### src/rtl/fir_channel_scheduler.sv
// fir_channel_scheduler
// Round-robin front end that shares one fixed-latency, non-stallable FIR
// datapath between NUM_CH sample streams. Each issued sample carries a
// channel tag through a shift register matched to the datapath latency.
// When the result returns, it is routed back to the channel that owns it.
// A sticky error flag is raised whenever the returning valid does not line
// up with the tag that was expected in that cycle.

module fir_channel_scheduler #(
    parameter int DATA_WIDTH   = 16,
    parameter int NUM_CH       = 4,
    parameter int PIPE_LATENCY = 4
) (
    input  logic                         clock,
    input  logic                         reset,
    input  logic                         i_en,
    input  logic [NUM_CH*DATA_WIDTH-1:0] i_req_data,
    input  logic [NUM_CH-1:0]            i_req_valid,
    output logic [NUM_CH-1:0]            o_req_ready,
    output logic [DATA_WIDTH-1:0]        o_pipe_data,
    output logic                         o_pipe_valid,
    input  logic [DATA_WIDTH-1:0]        i_pipe_data,
    input  logic                         i_pipe_valid,
    output logic [DATA_WIDTH-1:0]        o_res_data,
    output logic [NUM_CH-1:0]            o_res_valid,
    output logic                         o_busy,
    output logic                         o_err
);

    // Tag width is derived from the channel count and cannot be overridden.
    localparam int CH_W = $clog2(NUM_CH);

    // Round-robin pointer: the first channel considered for the next grant.
    logic [CH_W-1:0]       ptr_q;
    logic [CH_W-1:0]       ptr_d;

    // Issue stage toward the datapath. The issued channel id is kept
    // alongside so that it can be launched into the tag pipeline.
    logic [DATA_WIDTH-1:0] pipeData_q;
    logic [DATA_WIDTH-1:0] pipeData_d;
    logic                  pipeValid_q;
    logic                  pipeValid_d;
    logic [CH_W-1:0]       pipeCh_q;
    logic [CH_W-1:0]       pipeCh_d;

    // Tag pipeline. Entry 0 is the youngest entry, and the last entry is
    // the tag expected back from the datapath in the current cycle.
    logic                  tagValid_q [PIPE_LATENCY];
    logic [CH_W-1:0]       tagCh_q    [PIPE_LATENCY];

    // Result routing and error state.
    logic [DATA_WIDTH-1:0] resData_q;
    logic [DATA_WIDTH-1:0] resData_d;
    logic [NUM_CH-1:0]     resValid_q;
    logic [NUM_CH-1:0]     resValid_d;
    logic                  err_q;
    logic                  err_d;

    // Arbiter results.
    logic                  grantValid;
    logic [CH_W-1:0]       grantCh;
    logic [DATA_WIDTH-1:0] grantData;
    logic [CH_W:0]         scanSum;
    logic [CH_W-1:0]       scanIdx;

    // Tag expected back from the datapath in the current cycle.
    logic                  expValid;
    logic [CH_W-1:0]       expCh;
    logic                  tagAny;

    // Arbiter: scan from the pointer upward with wrap, and take the first valid channel.
    always_comb begin
        grantValid = 1'b0;
        grantCh    = '0;
        grantData  = '0;
        scanSum    = '0;
        scanIdx    = '0;
        for (int i = 0; i < NUM_CH; i++) begin
            scanSum = {1'b0, ptr_q} + (CH_W+1)'(i);
            if (scanSum >= (CH_W+1)'(NUM_CH)) begin
                scanSum = scanSum - (CH_W+1)'(NUM_CH);
            end
            scanIdx = scanSum[CH_W-1:0];
            if (!grantValid && i_en && !reset && i_req_valid[scanIdx]) begin
                grantValid = 1'b1;
                grantCh    = scanIdx;
                grantData  = i_req_data[int'(scanIdx)*DATA_WIDTH +: DATA_WIDTH];
            end
        end
    end

    // One-hot ready for the granted channel. This is all zero when nothing is granted.
    always_comb begin
        o_req_ready = '0;
        if (grantValid) begin
            o_req_ready = NUM_CH'(1) << grantCh;
        end
    end

    // Issue next-state: latch the granted sample and advance the pointer past the winner.
    always_comb begin
        ptr_d       = ptr_q;
        pipeValid_d = grantValid;
        pipeData_d  = pipeData_q;
        pipeCh_d    = pipeCh_q;
        if (grantValid) begin
            pipeData_d = grantData;
            pipeCh_d   = grantCh;
            if (grantCh == CH_W'(NUM_CH - 1)) begin
                ptr_d = '0;
            end else begin
                ptr_d = grantCh + CH_W'(1);
            end
        end
    end

    // Return next-state: route matched results, drop unexpected ones, and flag any mismatch.
    always_comb begin
        expValid   = tagValid_q[PIPE_LATENCY-1];
        expCh      = tagCh_q[PIPE_LATENCY-1];
        resValid_d = '0;
        resData_d  = resData_q;
        err_d      = err_q;
        if (expValid && i_pipe_valid) begin
            resValid_d = NUM_CH'(1) << expCh;
            resData_d  = i_pipe_data;
        end
        if (i_pipe_valid != expValid) begin
            err_d = 1'b1;
        end
    end

    // Busy while a sample is being issued or any tag is still in flight.
    always_comb begin
        tagAny = 1'b0;
        for (int i = 0; i < PIPE_LATENCY; i++) begin
            tagAny = tagAny | tagValid_q[i];
        end
        o_busy = pipeValid_q | tagAny;
    end

    // Issue, pointer, result and error registers.
    always_ff @(posedge clock or posedge reset) begin
        if (reset) begin
            ptr_q       <= '0;
            pipeData_q  <= '0;
            pipeValid_q <= 1'b0;
            pipeCh_q    <= '0;
            resData_q   <= '0;
            resValid_q  <= '0;
            err_q       <= 1'b0;
        end else begin
            ptr_q       <= ptr_d;
            pipeData_q  <= pipeData_d;
            pipeValid_q <= pipeValid_d;
            pipeCh_q    <= pipeCh_d;
            resData_q   <= resData_d;
            resValid_q  <= resValid_d;
            err_q       <= err_d;
        end
    end

    // Tag shift register: capture {o_pipe_valid, issued channel} every cycle.
    always_ff @(posedge clock or posedge reset) begin
        if (reset) begin
            for (int i = 0; i < PIPE_LATENCY; i++) begin
                tagValid_q[i] <= 1'b0;
                tagCh_q[i]    <= '0;
            end
        end else begin
            tagValid_q[0] <= pipeValid_q;
            tagCh_q[0]    <= pipeCh_q;
            for (int i = 1; i < PIPE_LATENCY; i++) begin
                tagValid_q[i] <= tagValid_q[i-1];
                tagCh_q[i]    <= tagCh_q[i-1];
            end
        end
    end

    assign o_pipe_data  = pipeData_q;
    assign o_pipe_valid = pipeValid_q;
    assign o_res_data   = resData_q;
    assign o_res_valid  = resValid_q;
    assign o_err        = err_q;

endmodule
### config.mk
export PLATFORM = sky130hd
export DESIGN_NAME = fir_channel_scheduler
export DESIGN_NICKNAME = d
export VERILOG_FILES = /design/src/rtl/fir_channel_scheduler.sv
export SDC_FILE = /design/constraint.sdc
export NUM_CORES = 1
export LEC_CHECK = 0
export BUFFER_PORTS_ARGS = -buffer_cell sky130_fd_sc_hd__buf_2
export CORE_MARGIN = 3
export CORE_UTILIZATION = 43
export CTS_BUF_LIST = sky130_fd_sc_hd__clkbuf_16
export DETAILED_ROUTE_END_ITERATION = 12
export PLACE_DENSITY = 0.8
export SYNTH_ARGS = -nofsm -noshare
export SYNTH_HDL_FRONTEND = slang
export SYNTH_SLANG_ARGS = --single-unit
export TNS_END_PERCENT = 5
### constraint.sdc
create_clock -name clock -period 2.52 [get_ports clock]
set_input_delay 0.126 -clock clock [delete_from_list [all_inputs] [get_ports clock]]
set_output_delay 0.126 -clock clock [all_outputs]
set_load 0.05 [all_outputs]
Word level (Yosys, flattened, before mapping)
Index checks and enable logic that the tools add are counted.

operators by class
  add/subtract/negate cells = 8
  multipliers = 0
  div/mod/pow operators = 0
  $lt $le $gt $ge = 8
  equal/unequal tests = 2
  shifts and indexed selects = 6
  muxes and demuxes = 27
  bitwise operators = 4
  reduce and logical (&&, ||, !) cells = 16

operators with widths
  operator                                                                       count
  64-bit by 7-bit variable part select with 16-bit output                        4
  16-bit two-way mux                                                             4
  2-bit two-way mux                                                              9
  1-bit logical AND                                                              12
  2-bit by 3-bit less-than comparator with 1-bit output (second input constant)  4
  3-bit >= comparator (second input constant)                                    3
  1-bit binary-select mux with 2-bit select                                      4
  1-bit two-way mux                                                              8
  4-bit two-way mux                                                              2
  1-bit by 2-bit << shifter with 4-bit output (first input constant)             2
  2-bit by 1-bit subtractor with 2-bit output (second input constant)            4
  2-bit by 2-bit adder with 3-bit output (second input constant)                 2
  1-bit zero test                                                                4
  1-bit OR                                                                       4
  2-bit by 1-bit adder with 3-bit output (second input constant)                 1
  2-bit by 3-bit >= comparator with 1-bit output (second input constant)         1
  2-bit by 1-bit adder with 2-bit output (second input constant)                 1
  2-bit == test (second input constant)                                          1
  1-bit inequality test                                                          1

storage, ports and cells
  bits in registers = 54
  bits in latches = 0
  RAM bits = 0
  memory bits (read-only) = 0
  bits of input ports = 88
  output and inout port bits = 43
  word-level logic and storage cells = 86
  memories = 0

Longest topological paths before layout
Gate-level depths: netlist (run 1).

  depth after elaboration = 23
  gate-level depth with buffers = 11
  depth with buffers taken out = 8

Worst setup path before layout (run 1)
OpenSTA, ideal clock, no wires.

  path kind = register to output
  start point = reg ptr_q[1]
  end point = out o_req_ready[3]
  data arrival time = 2.131 ns
  required time = 2.394 ns
  setup slack = 0.263 ns
  stages on the path, launching flop included = 11
  path through = dfrtp_1 -> buf_4 -> buf_6 -> buf_6 -> buf_4 -> a31oi_1 -> nor2_1 -> nor3_1 -> and2_1 -> ha_1 -> and2_1

on the way
  longest elaborated chain between the ends = 23

RTL lines
  item                                                                                                                  line    source
  start: declaration                                                                                                    34      logic [CH_W-1:0] ptr_q;
  start signal: assignment                                                                                              153     ptr_q <= ptr_d;
  2-bit by 3-bit >= comparator with 1-bit output / 2-bit by 1-bit subtractor with 2-bit output (equally long branches)  80, 81
  2-bit two-way mux                                                                                                     80      if (scanSum >= (CH_W+1)'(NUM_CH)) begin
  1-bit binary-select mux with 2-bit select                                                                             84      if (!grantValid && i_en && !reset && i_req_valid[scanIdx]) begin
  1-bit two-way mux (not written as such)                                                                               84
  1-bit logical AND                                                                                                     84
  1-bit two-way mux                                                                                                     84
  1-bit zero test                                                                                                       84
  1-bit logical AND (3 in series)                                                                                       84
  [2 not listed]                                                                                                        --
  1-bit logical AND (3 in series)                                                                                       84
  1-bit two-way mux                                                                                                     84
  1-bit zero test                                                                                                       84
  1-bit logical AND (3 in series)                                                                                       84
  2-bit two-way mux (*)                                                                                                 84
  net grantCh[1]                                                                                                        61      logic [CH_W-1:0] grantCh;
  1-bit by 2-bit << shifter with 4-bit output (*)                                                                       96      o_req_ready = NUM_CH'(1) << grantCh;
  4-bit two-way mux (*)                                                                                                 95      if (grantValid) begin
  end: declaration                                                                                                      19      output logic [NUM_CH-1:0] o_req_ready,

The timed path passes the listed nets; every way through them passes the cells marked *. The select of a mux whose other input is x is not followed.

Worst setup path after layout (run 1)
  start point = reg ptr_q[1]
  end point = out o_req_ready[2]

Same word-level chain as after synthesis.

==> run metrics, run 1 <==
RePlAce Congestion between 0.8 and 0.9; CTS Sinks 54; DR iter-0 viols 143; critical path depth 8; drt drc 0; Worst setup SP type flip-flop; R2R setup slack roughly 0.17 ns; largest net degree at the start of global routing ~100; Die X a little over 100 um; total vias in the final route approximately 3,700; post-route ant nets 0; Setup crit start ptr_q[1]$_DFFE_PP0P_; clock power share 17.1%; Setup Viol. Count Final 0; Buffers & Inverters on Critical Path 1; fin nets between 600 and 700; outcome completed; worst-path fanout max 3; Hold Fails Final Rpt 0; global-route wire length before repair 16,600 um; Final Critical Period 2.42 ns; Fmax around 0.41 GHz; leading area contributor after synthesis dfrtp_1; Leak roughly 2.1 nW; initial antenna violation count 0; final setup TNS 0 ns; FF+latch count, synth 54; Reg2Reg Depth 6; CTS tree done; cell-by-cell trace of the critical path or3b_1, a211o_1, a21oi_2, o21ai_2, and2_4, ha_1, and2_1, buf_6; fraction of registers with async set/reset 100%; EDFF count, synth 0; Sw Pwr between 1.5 and 2 mW; Post-Syn Instances just over 400; top cells by count, synth dfrtp_1, mux2i_1, nor2_1; sequential power share 29.5%; FF-to-FF End o_pipe_data[9]$_DFFE_PP0P_; Detailed Place HPWL between 7000 and 8000 um; die height 102 um; ranking of synthesized cells by area dfrtp_1, mux2i_1, mux2_2; Root Driver clkbuf_16; area grow syn2layout 21.4%; Congestion Overflow GR 0; Pre-antenna DRT Iters 5; cts bufs inserted 5; Power Density a little under 900 nW/um^2; Max Clock Skew approximately 0.0089 ns; Max VDD drop ~380 uV; I/O Buffers between 100 and 150; Initial Utilization approximately 45%; Post-synth top flop dfrtp_1; Hold Crit Class in -> reg; H-tree depth 2; syn_nets 505; most common cell in the netlist dfrtp_1; Routed WL 10,600 um; CP Capture Point o_req_ready[2]; register area share after synthesis between 30% and 40%; combinational share of power between 50% and 60%; worst hold slack approximately 0.073 ns; DIE AREA between 10,000 and 15,000 um^2; Top Family by Delay on Critical Path simple AND/OR/NAND/NOR gates; max_slew headroom a little over two fifths; worst path arrival time 2.29 ns; CP max stage cell dfrtp_4; CP Data Required Time 2.39 ns; WS Path Type reg -> out; io pins ~130; row cnt 34; area share of the largest cell type after synthesis between 30% and 40%; sw frac between 40% and 50%; ant diodes 0; Vias/cell approximately 5.9; worst-case clock buffer depth 2; core area ~8800 um^2; RR Startpoint ptr_q[1]$_DFFE_PP0P_; part of the cycle the worst path needs 95.9%; count of different cell masters after synthesis 46; RSZ-0062 raised after global routing no; Wirelength per Cell 16.7 um; syn_area_per_cell 9.54 um^2; GR Util All Layers around 20%; Worst Tran Pin Value approximately 0.87 ns; maxcap violations 0; cell internal pwr 2.21 mW; Slew Limit Fails 0; vias in the first global route about 3,500; Ys Warns 0; Worst-Skew Late Latency 0.29 ns; element type at the critical path end output port; layout cells sized above 1 approximately two fifths; Synth Cell Area 3930 um^2; CP max stage delay 0.48 ns; clock-pin transition on the worst setup and hold timing paths roughly 0.080 ns
[through the flow]
stage / utilization [%] / area (um^2) / power [mW] / setup slack (ns) / instances
5_1_grt: 54.2 / 4780 / 4.42 / 0.0183 / 635
3_3_place_gp: 51.8 / 4570 / 3.36 / 0.303 / 624
4_1_cts: 53.9 / 4750 / 4.17 / 0.00797 / 634
3_5_place_dp: 51.8 / 4570 / 3.45 / 0.214 / 624
2_1_floorplan: - / 3930 / 2.99 / 0.263 / 412
6_report: 54.2 / 4780 / 4.17 / 0.104 / 635
[cells by family after synthesis]
logic type      count (synthesis)  synth area share, %
compound gates                130                 21.6
xor+xnor                        1                0.223
fa+ha+maj                       5                 1.59
buf+inv                        41                 6.40
flops                          54                 34.4
mux                            82                 22.2
simple gates                   99                 13.7
[flip-flops by register name (all words and copies together) (netlist names), named ones only]
name          cells
tagCh_q           6
o_res_data       16
o_pipe_data      16
expCh             2
o_pipe_valid      1
pipeCh_q          2
expValid          1
ptr_q             1
o_err             1
tagValid_q        3
o_res_valid       4
[power groups by stage]
stage | logic [mW] | clock network [mW] | registers (mW)
5_1_grt | 2.40 | 0.758 | 1.26
6_report | 2.23 | 0.713 | 1.23
4_1_cts | 2.21 | 0.733 | 1.23
3_3_place_gp | 2.12 | 0 | 1.23
3_5_place_dp | 2.20 | 0 | 1.25
2_1_floorplan | 1.15 | 0 | 1.84
[worst min-delay path by stage]
stage	start	end	slack, ns	cells past startpoint
2_1_floorplan	i_pipe_data[0]	o_res_data[0]$_DFFE_PP0P_	0.28	1
3_3_place_gp	reset	ptr_q[1]$_DFFE_PP0P_	0.10	2
3_5_place_dp	reset	ptr_q[1]$_DFFE_PP0P_	0.1	2
4_1_cts	i_pipe_data[14]	o_res_data[14]$_DFFE_PP0P_	0.07	2
5_1_grt	i_pipe_data[13]	o_res_data[13]$_DFFE_PP0P_	0.07	2
6_report	i_pipe_data[14]	o_res_data[14]$_DFFE_PP0P_	0.07	2
[final cells by class]
class / count / area [um^2]
Multi-Input combinational cell: 317 / 2350
Sequential cell: 54 / 1360
Tap cell: 108 / 135
Clock inverter: 3 / 28.8
Inverter: 5 / 18.8
Timing Repair Buffer: 143 / 763
Clock buffer: 5 / 125
Fill cell: 788 / 4030
[timing repair]
action,4_1_cts,5_1_grt
pin swaps,1,2
endpoints found under the hold margin,11,0
resized for setup,4,5
cloned,0,0
endpoints found under the setup margin,2,4
buffers inserted,1,1
hold buffers,1,0
[cell usage in the layout, fill, tap and decap left out, types with 2 or more instances in the layout]
cell type,n
nor2_1,38
a221oi_1,13
a21oi_1,21
a21oi_2,2
and2_1,20
o31ai_1,16
buf_4,12
mux2_2,32
nand2_1,10
o21ai_2,5
clkinv_4,2
nand2b_1,5
o21ai_1,10
buf_6,2
o21ai_0,23
dfrtp_1,52
nor3_1,5
clkbuf_16,5
a221oi_2,3
mux2i_1,49
buf_2,128
ha_1,5
nor3b_1,3
a211o_1,2
inv_1,4
o22ai_1,32
nand3b_1,2
[metal layers]
metal	wire, um	up-vias	GRT usage (%)	part of all wire, %
li1	-	1766	-	-
met5	0	-	0	0
met1	4560	1757	26.0	43
met4	129	0	6.44	1.2
met2	5110	176	33.1	48
met3	822	17	2.75	7.7
Power figures use the tool's default switching activity.
==> run 2, diff against run 1 <==
--- a/config.mk
+++ b/config.mk
@@ -6,11 +6,13 @@
 export NUM_CORES = 1
 export LEC_CHECK = 0
 export BUFFER_PORTS_ARGS = -buffer_cell sky130_fd_sc_hd__buf_2
+export CELL_PAD_IN_SITES_DETAIL_PLACEMENT = 1
+export CELL_PAD_IN_SITES_GLOBAL_PLACEMENT = 1
 export CORE_MARGIN = 3
-export CORE_UTILIZATION = 43
+export CORE_UTILIZATION = 38
 export CTS_BUF_LIST = sky130_fd_sc_hd__clkbuf_16
 export DETAILED_ROUTE_END_ITERATION = 12
-export PLACE_DENSITY = 0.8
+export PLACE_DENSITY = 0.91
 export SYNTH_ARGS = -nofsm -noshare
 export SYNTH_HDL_FRONTEND = slang
 export SYNTH_SLANG_ARGS = --single-unit
==> run 2 against run 1 <==
  * Sequential cell count stayed put
  * Wire length is 15% higher
  * Combinational power hardly changed
  * Clock power is 2% higher
  * Clock-buffer cell count stayed put
  * Fmax is 3.3% lower
  * First-iteration DRC count is 19% higher
  * Sequential power hardly changed
  * Via count is 2.2% higher
  * Register-to-register slack worse by 0.13 ns
  * Final cell count is 3.8% higher
  * Sequential share of layout area is 0.21 points lower
  * Critical path type unchanged
  * Critical endpoint unchanged
  * Largest cell class unchanged
  * Highest routed layer unchanged
==> run metrics, run 2 (synthesis gave the netlist of run 1 again) <==
clock-pin transition on the worst setup and hold timing paths about 0.08 ns; RSZ-0062 raised after global routing yes; final setup TNS 0 ns; drt drc 0; Worst-Skew Late Latency about 0.29 ns; WS Path Type reg -> out; part of the cycle the worst path needs between 90% and 100%; post-route ant nets 0; largest net degree at the start of global routing 68; Routed WL between 10,000 and 15,000 um; Vias/cell 5.76; DR iter-0 viols 170; io pins approximately 130; CTS tree done; Setup Viol. Count Final 0; vias in the first global route 3,984; GR Util All Layers between 20% and 30%; Die X between 100 and 150 um; commonest cells after routing, fill and taps aside buf_2, dfrtp_1, mux2i_1; Initial Utilization 39.7%; total vias in the final route 3,798; I/O Buffers 130; global-route wire length before repair between 15,000 and 20,000 um; worst path arrival time ~2.4 ns; dpl ws 0.0606 ns; maxcap violations 0; DIE AREA between 10,000 and 15,000 um^2; final cell count without fillers between 600 and 700; fin util roughly 49%; core area approximately 9900 um^2; outcome completed; Hold Crit Class in -> reg; worst-case clock buffer depth 2; Max VDD drop about 480 uV; Power Density slightly below 900 nW/um^2; RR Startpoint ptr_q[1]$_DFFE_PP0P_; max_slew headroom 39.6%; Fmax between 0.4 and 0.5 GHz; area grow syn2layout 22.4%; Inst Count DP ~650; Wirelength per Cell between 15 and 20 um; Detailed Place HPWL approximately 9200 um; fin nets ~620; Worst Tran Pin Value just over 0.9 ns; worst-path fanout max 3; CTS Sinks 54; Congestion Overflow GR 0; cts bufs inserted 5; H-tree depth 2; commonest non-fill, non-tap cell in the layout buf_2; Max Clock Skew roughly 0.011 ns; Leak 2.10 nW; worst hold endpoint o_res_data[11]$_DFFE_PP0P_; Fill cells 1,164; RePlAce Congestion 0.834; Pre-antenna DRT Iters 4; row cnt 36; Slew Limit Fails 0; layout cells sized above 1 a little under two fifths; CP Data Required Time 2.39 ns; Worst setup SP type flip-flop; Root Driver clkbuf_16; worst setup margin 0.0228 ns; Hold Fails Final Rpt 0; element type at the critical path end output port; ant diodes 0; initial antenna violation count 0; Reg2Reg Depth 7; Final Critical Period ~2.5 ns; die height approximately 110 um; Hold Startpoint i_pipe_data[11]; hold path depth 2; R2R setup slack approximately 0.040 ns; FF-to-FF End o_pipe_data[3]$_DFFE_PP0P_
-- run 2: cell type report --
cell class                      instances  area [um^2]  area share [%]
Tap cell                              133          166            3.46
Timing Repair Buffer                  142          769            16.0
Sequential cell                        54         1360            28.2
Clock inverter                          3         28.8           0.598
Multi-Input combinational cell        317         2350            48.8
Inverter                                5         18.8           0.390
Clock buffer                            5          125            2.60
-- run 2: worst max-delay path, cell delays in order (launching register included) --
cell and delay [ns]:
dfrtp_4 0.49, or3b_1 0.38, a211o_1 0.28, a21oi_2 0.19, o21ai_2 0.08, and2_1 0.18
ha_1 0.17, and2_1 0.13, buf_4 0.18
-- run 2: metrics by stage --
step | hold slack [ns] | power [mW] | area (um^2)
2_1_floorplan | 0.278 | 2.99 | 3930
3_3_place_gp | 0.244 | 3.37 | 4600
3_5_place_dp | 0.265 | 3.49 | 4600
4_1_cts | 0.0625 | 4.25 | 4800
5_1_grt | 0.0563 | 4.50 | 4810
6_report | 0.0695 | 4.23 | 4810
-- run 2: worst max path at each step --
stage | from | end | slack [ns] | cells after the start
finish | ptr_q[1]$_DFFE_PP0P_ | o_req_ready[2] | 0.02 | 8
global route | ptr_q[1]$_DFFE_PP0P_ | o_pipe_data[15]$_DFFE_PP0P_ | -0.13 | 7
CTS | ptr_q[1]$_DFFE_PP0P_ | o_req_ready[2] | 0.005 | 8
detailed placement | ptr_q[1]$_DFFE_PP0P_ | o_pipe_data[1]$_DFFE_PP0P_ | 0.06 | 6
global placement | ptr_q[1]$_DFFE_PP0P_ | o_req_ready[3] | 0.22 | 8
floorplan | ptr_q[1]$_DFFE_PP0P_ | o_req_ready[3] | 0.26 | 10
-- run 2: metal layers --
metal  track usage [%]  share of wire (%)
met3              3.36                5.9
met2              39.7                 53
met4              3.61               0.57
met1              22.7                 41
met5                 0                  0
-- run 2: power breakdown --
| group | switching [mW] | internal, mW | total (mW) |
|---|---|---|---|
| Combinational | 1.52 | 0.742 | 2.26 |
| Sequential | 0.143 | 1.10 | 1.24 |
| Clock | 0.345 | 0.380 | 0.725 |
-- run 2: what timing repair did --
| item | in CTS | in global routing |
|---|---|---|
| resized for setup | 6 | 5 |
| buffers inserted | 1 | 0 |
| endpoints found under the hold margin | 23 | 0 |
| pin swaps | 1 | 0 |
| hold buffers | 1 | 0 |
| endpoints found under the setup margin | 4 | 20 |
